[src/rtl/j_prefetch.sv]
// Jerry DSP instruction prefetch queue: fetches longwords and presents 16-bit words to the execution controller.
// Optional macro JPF_BYPASS_EN: an empty queue presents the first pushed word combinationally in the mack cycle.
//
// state | meaning
// IDLE  | no fetch outstanding; starts one when go=1 and two words are free
// REQ   | mreq held at maddr until mack (or until a pcld abandons it)
module j_prefetch #(
  parameter int QDEPTH = 4,
  parameter int AW     = 24
) (
  input  logic          clk_0,
  input  logic          reset,
  input  logic          go,
  input  logic          pcld,
  input  logic [AW-1:0] pcdata,
  input  logic          romold,
  output logic          insrdy,
  output logic [15:0]   instr,
  output logic [AW-1:0] pc,
  output logic          mreq,
  output logic [AW-1:0] maddr,
  input  logic          mack,
  input  logic [31:0]   mdata
);

  localparam int PW = $clog2(QDEPTH);
  localparam logic [PW:0] FILL_MAX = (PW+1)'(QDEPTH - 2);

  typedef enum logic {IDLE = 1'b0, REQ = 1'b1} state_t;

  state_t        state_q, state_d;
  // Word-granular addresses: bit 0 of every byte address is always zero.
  logic [AW-1:1] fptr_q, fptr_d;
  logic [AW-1:1] pc_q, pc_d;
  logic [PW-1:0] rdptr_q, rdptr_d;
  logic [PW-1:0] wrptr_q, wrptr_d;
  logic [PW:0]   count_q, count_d;
  logic [15:0]   buf_q [QDEPTH];
  logic [15:0]   buf_d [QDEPTH];

  logic          push, pop, pop_reg, byp, two;
  logic [15:0]   w0, w1;
  logic [PW:0]   nwr;
  logic          unused_pcdata0;

  assign unused_pcdata0 = pcdata[0];

  always_comb begin
    push = (state_q == REQ) && mack && !pcld;
    two  = !fptr_q[1];
    w0   = two ? mdata[31:16] : mdata[15:0];
    w1   = mdata[15:0];
`ifdef JPF_BYPASS_EN
    byp  = push && (count_q == '0);
`else
    byp  = 1'b0;
`endif
    pop     = romold && !pcld && ((count_q != '0) || byp);
    pop_reg = pop && !byp;

    state_d = state_q;
    fptr_d  = fptr_q;
    pc_d    = pc_q;
    rdptr_d = rdptr_q;
    wrptr_d = wrptr_q;
    count_d = count_q;
    buf_d   = buf_q;
    nwr     = '0;

    case (state_q)
      IDLE:    if (go && (count_q <= FILL_MAX)) state_d = REQ;
      REQ:     if (mack) state_d = IDLE;
      default: state_d = IDLE;
    endcase

    if (pcld) begin
      state_d = IDLE;
      count_d = '0;
      rdptr_d = '0;
      wrptr_d = '0;
      pc_d    = pcdata[AW-1:1];
      fptr_d  = pcdata[AW-1:1];
    end else begin
      if (push) begin
        fptr_d = fptr_q + (two ? (AW-1)'(2) : (AW-1)'(1));
        // A bypassed word consumed in the mack cycle never enters the buffer.
        if (byp && pop) begin
          if (two) buf_d[wrptr_q] = w1;
          nwr = two ? (PW+1)'(1) : '0;
        end else begin
          buf_d[wrptr_q] = w0;
          if (two) buf_d[wrptr_q + PW'(1)] = w1;
          nwr = two ? (PW+1)'(2) : (PW+1)'(1);
        end
      end
      if (pop) pc_d = pc_q + (AW-1)'(1);
      wrptr_d = wrptr_q + nwr[PW-1:0];
      rdptr_d = rdptr_q + PW'(pop_reg);
      count_d = count_q + nwr - (PW+1)'(pop_reg);
    end
  end

  always_ff @(posedge clk_0 or posedge reset) begin
    if (reset) begin
      state_q <= IDLE;
      fptr_q  <= '0;
      pc_q    <= '0;
      rdptr_q <= '0;
      wrptr_q <= '0;
      count_q <= '0;
      for (int i = 0; i < QDEPTH; i++) buf_q[i] <= '0;
    end else begin
      state_q <= state_d;
      fptr_q  <= fptr_d;
      pc_q    <= pc_d;
      rdptr_q <= rdptr_d;
      wrptr_q <= wrptr_d;
      count_q <= count_d;
      buf_q   <= buf_d;
    end
  end

  assign insrdy = (count_q != '0) || byp;
  assign instr  = byp ? w0 : buf_q[rdptr_q];
  assign pc     = {pc_q, 1'b0};
  assign mreq   = (state_q == REQ);
  assign maddr  = {fptr_q[AW-1:2], 2'b00};

endmodule

[config.mk]
export PLATFORM = sky130hd
export DESIGN_NAME = j_prefetch
export DESIGN_NICKNAME = d
export VERILOG_FILES = /design/src/rtl/j_prefetch.sv
export SDC_FILE = /design/constraint.sdc
export NUM_CORES = 1
export LEC_CHECK = 0
export ABC_AREA = 1
export CAP_MARGIN = 25
export CORE_ASPECT_RATIO = 1.25
export CORE_MARGIN = 2
export CORE_UTILIZATION = 47
export CTS_CLUSTER_DIAMETER = 60
export DETAILED_ROUTE_END_ITERATION = 7
export DONT_BUFFER_PORTS = 1
export PLACE_DENSITY_LB_ADDON = 0.2
export SYNTH_ARGS = -nofsm -noshare
export SYNTH_HDL_FRONTEND = slang
export SYNTH_SLANG_ARGS = --single-unit
[constraint.sdc]
create_clock -name clk_0 -period 5.2 [get_ports clk_0]
set_input_delay 0.78 -clock clk_0 [delete_from_list [all_inputs] [get_ports clk_0]]
set_output_delay 0.78 -clock clk_0 [all_outputs]
set_load 0.01 [all_outputs]
Yosys cells after proc, flatten, opt, wreduce, memory -nomap -nowiden --
Index checks and enable logic that the tools add are counted.
Storage, ports and cells: register bits 118, logic and storage cells 66
Cells by class: add/sub/neg operators 7, order comparisons 6, muxes and demuxes 26, bitwise gates (word level) 5, reductions and logical operators 12
Operators by type and width (number):
- $bwmux W64 | 2
- $mux W23 | 4
- $mux W16 | 5
- $demux W16 S2 | 2
- $mux W64 | 1
- $bmux W16 S2 | 1
- $add A23 B1 Y23 const B | 1
- $add A23 B2 Y23 | 1
- $mux W2 | 5
- $ge A3 B3 Y1 const B | 3
- $not A2 Y3 | 3
- $logic_and A1 B1 Y1 | 7
- $lt A3 B1 Y1 const B | 2
- $mux W3 | 2
- $reduce_bool A2 Y1 | 2
- $add A3 B3 Y3 | 1
- $le A3 B2 Y1 const B | 1
- $mux W1 | 3
- $reduce_bool A3 Y1 | 1
- $sub A3 B1 Y3 | 1
- $add A2 B1 Y2 | 1
- $add A2 B1 Y2 const B | 1
- $add A2 B2 Y2 | 1
- $not A1 Y1 | 2
- other kinds (3) | 3

Logic depth before layout (Yosys ltp) --
word-level depth 8, depth in mapped cells 14

Least setup slack after synthesis --
Ideal clock, no wire load.
path kind in2reg, from in pcld, to reg count_q[2], library setup time 0.121 ns, arrival time 2.339 ns, data required time 5.079 ns, path slack 2.740 ns, cell stages on the path 9, buffers on the path 1, cell sequence buf_2 nor2_8 inv_4 nor2_1 inv_1 ha_1 fa_1 xor2_1 nor2_1
Between the ends: word-level cells in the longest chain between the ends 7, elaborated cells on any way between the ends 9, those cells by class add/sub (2); mux (3); reduce/logical (4)
RTL lines:
- start, declared | RTL line 14 | input logic pcld,
- $logic_not A1 Y1 | RTL line 49, 58
- $logic_and A1 B1 Y1 | RTL line 49 | push = (state_q == REQ) && mack && !pcld;
- $mux W2 | RTL line 84 | if (push) begin
- $mux W3 | RTL line 76 | if (pcld) begin
- $add A3 B3 Y3 | RTL line 99 | count_d = count_q + nwr - (PW+1)'(pop_reg);
- $sub A3 B1 Y3 | RTL line 99
- $mux W3 * | RTL line 76
- via count_d[2] | RTL line 37 | logic [PW:0] count_q, count_d;
- end signal, assigned | RTL line 118 | count_q <= count_d;
- end, declared | RTL line 37
The timed path passes the listed nets; every way through them passes the cells marked *. The select of a mux whose other input is x is not followed. A chain may end at the register's enable or synchronous reset.

Final worst setup path --
from reg rdptr_q[1], to out instr[15]
Between the ends: word-level cells in the longest chain between the ends 4
RTL lines:
- start, declared | RTL line 35 | logic [PW-1:0] rdptr_q, rdptr_d;
- start signal, assigned | RTL line 116 | rdptr_q <= rdptr_d;
- $not A2 Y3 (not written as such) | RTL line 124 | assign instr = byp ? w0 : buf_q[rdptr_q];
- $bmux W16 S2 | RTL line 124
- $mux W16 (not written as such) (2 in a row) | RTL line 124
- end, declared | RTL line 18 | output logic [15:0] instr,
No other way between the ends. The select of a mux whose other input is x is not followed.

==> metrics.md <==
| Metric | Value |
|---|---|
| IO Pins | `around 130` |
| Final setup viols | `0` |
| PnR worst setup slack | `roughly 2.1 ns` |
| Status | `finished clean` |
| GPL Wtd Cong | `0.874` |
| # resized after CTS | `0` |
| Row count | `51` |
| Initial Utilization | `0.481` |
| Min Tclk post-route | `roughly 3.1 ns` |
| Clock sink total | `~120` |
| VDD IR max | `0.293 mV` |
| Clk buf depth | `2` |
| Fraction of the cycle the final worst path needs | `0.592` |
| Met3 Use GR | `0.0754` |
| Setup bufs post-CTS | `0` |
| Area grow syn2layout | `6.39%` |
| GR Util met1 | `0.322` |
| Relative slew slack | `0.355` |
| Primary FF master, synth | `dfrtp_1` |
| Vias/cell | `around 5.6` |
| Drt first pass iters | `5` |
| Crit. End Element | `output pin` |
| End-of-flow core utilization | `0.511` |
| Synth Area in Compound Gates | `0.193` |
| Dominant cell type by area after synthesis | `dfrtp_1` |
| CTS Hold Buffers Added | `0` |
| Vias | `6806` |
| Synth Area per Inst | `approximately 7.2 um^2` |
| Max Fclk | `0.325 GHz` |
| Sequential share of the synthesized area | `0.393` |
| Routed Antenna Nets | `0` |
| Vias in the first global route | `between 6000 and 7000` |
| Pleak | `3.74 nW` |
| Largest family of logic cells by synthesized area | `simple AND/OR/NAND/NOR gates` |
| Setup TNS | `0 ns` |
| CP Data Required Time | `~4.4 ns` |
| Skew final | `between 0.005 and 0.006 ns` |
| Power Density | `between 400 and 500 mW/mm^2` |
| CP arrival | `2.30 ns` |
| Worst Tran Pin Value | `roughly 0.97 ns` |
| CTS tree | `yes` |
| Dpl ws | `2.53 ns` |
| Most used routing layer | `met2` |
| Top-count cell post-synth | `nand2_1` |
| Post-synthesis register bit count | `~120` |
| First-pass GRT wire length | `approximately 34 mm` |
| Crit Path Class | `flop to output pin` |
| Die Ht | `145 um` |
| Synth top area share | `0.393` |
| Max-Cap Viols | `0` |
| Post-synth EDFFs | `0` |
| Mux contribution to synthesized area | `0` |
| Fill cells | `1581` |
| Adder-cell area share of the yosys netlist | `0.0143` |
| Share of layout cells above drive strength 1 | `0.0781` |
| Die area | `0.0170 mm^2` |
| Warnings from Yosys | `0` |
| Worst min path class | `primary input to asynchronous set/reset pin` |
| Count of pins over their slew limit | `0` |
| Synth Instances | `1044` |
| Synth top cells by count | `271 x nand2_1, 118 x dfrtp_1, 114 x inv_1` |
| H-tree Lvls | `4` |
| DIE WIDTH | `roughly 120 um` |
| TritonCTS buffer count | `17` |
| Synth async-reset ratio | `1.00` |
| Post-Synth XOR/XNOR Area | `0.0221` |
| Synth Area in Simple Gates | `0.258` |
| Gr usage total | `0.262` |
| Nets | `1069` |
| CP Max Fanout | `23` |
| Clk slew on worst S/H paths | `0.05 ns` |
| DR DRC count | `0` |
| Worst skew pair latency | `0.42 ns` |
| Ant. Diodes | `0` |
| GR Overflow Total | `0` |
| GR met2 Demand/Resource | `0.442` |
| Wirelength per Cell | `17.9 um` |
| Antenna violations before repair | `0` |
| RSZ-0062 raised after global routing | `false` |
| Clk root buf | `clkbuf_16` |
| Top cells by area, synth | `dfrtp_1 39%, nand2_1 14%, o22ai_1 6.1%, inv_1 5.7%, o21ai_0 5.0%` |
| Synth Cell Area | `~0.0075 mm^2` |
| Yosys cell types | `43` |
| Crit path launch type | `flop` |
| Routed wire length | `~22 mm` |
| Hold Vio Cnt, Final | `0` |
| Largest net degree at the start of global routing | `91` |
| 1st-iter DRT viols | `roughly 600` |
| Post-DP HPWL | `~15 mm` |
| IO buf count | `0` |
| Core footprint | `approximately 0.016 mm^2` |
## through the flow
stage               hold slack (ns)  cells  area, um^2  power, mW
floorplan                     0.447   1046        7520       2.10
CTS                           0.403   1223        7990       3.45
global placement              0.466   1191        7390       2.27
detailed placement            0.465   1192        7420       2.30
finish                        0.379   1223        7990       3.44
global route                  0.415   1223        7990       3.65
## path summary, 6_finish.rpt
path,from,endpoint,slack [ns],cells past startpoint
min in group clk_0,pcld,count_q[1]$_DFF_PP0_,0.43,1
setup / recovery,rdptr_q[1]$_DFF_PP0_,instr[15],2.12,3
hold / removal,reset,pc_q[20]$_DFFE_PP0P_,0.38,1
setup reg to reg,mreq$_DFF_PP0_,fptr_q[20]$_DFFE_PP0P_,2.95,7
max in group asynchronous,reset,buf_q[45]$_DFFE_PP0P_,3.53,2
hold reg to reg,buf_q[9]$_DFFE_PP0P_,buf_q[9]$_DFFE_PP0P_,0.48,2
## kinds of logic (layout without fill, tap and decap cells)
group | Yosys count | count (layout)
flip-flops | 118 | 118
AO/OA/AOI/OAI | 250 | 250
buffers and inverters | 194 | 159
XOR/XNOR | 19 | 19
AND/OR/NAND/NOR | 454 | 454
adder cells (fa/ha/maj) | 8 | 8
other | 1 | 3
## layer usage
metal  vias to the layer above  routed length [um]
li1                       3326                   -
met3                        17                1900
met4                         0                 264
met1                      3198                8720
met2                       265               11100
met5                         -                   0
## power by group
group          switching [mW]  total [mW]  internal (mW)  leakage [nW]
registers               0.253        1.42           1.17          1.43
logic                   0.567       0.863          0.295          2.02
clock network           0.421        1.16          0.734         0.292
## layout make-up
type,instances,area [um^2],share of cell area
inverter,123,469,0.0587
clock buffer,21,470,0.0589
sequential,118,2950,0.369
timing repair buffer,5,57.6,0.00720
multi-input combinational,734,3670,0.460
clock inverter,10,104,0.0130
tap,212,265,0.0332
## state kept, by name, indices dropped and copies added, names as in the netlist
signal	cells
pc_q	23
wrptr_q	2
fptr_q	23
rdptr_q	2
count_q	3
buf_q	64
mreq	1
## cell usage in the layout, fill, tap and decap left out, drive strengths merged, types with 9 or more instances in the layout
cell and n:
nand2 284, dfrtp 118, xor2 14, o22ai 73, inv 122, clkbuf 21
nand3 52, o21ai 105, nor2 104, clkinv 9, a21oi 47
## critical path: stages, from the launching register on
cell and delay [ns]:
dfrtp_1 0.54, inv_1 0.69, o21ai_0 0.19, o21ai_0 0.45
Power figures use the tool's default switching activity.
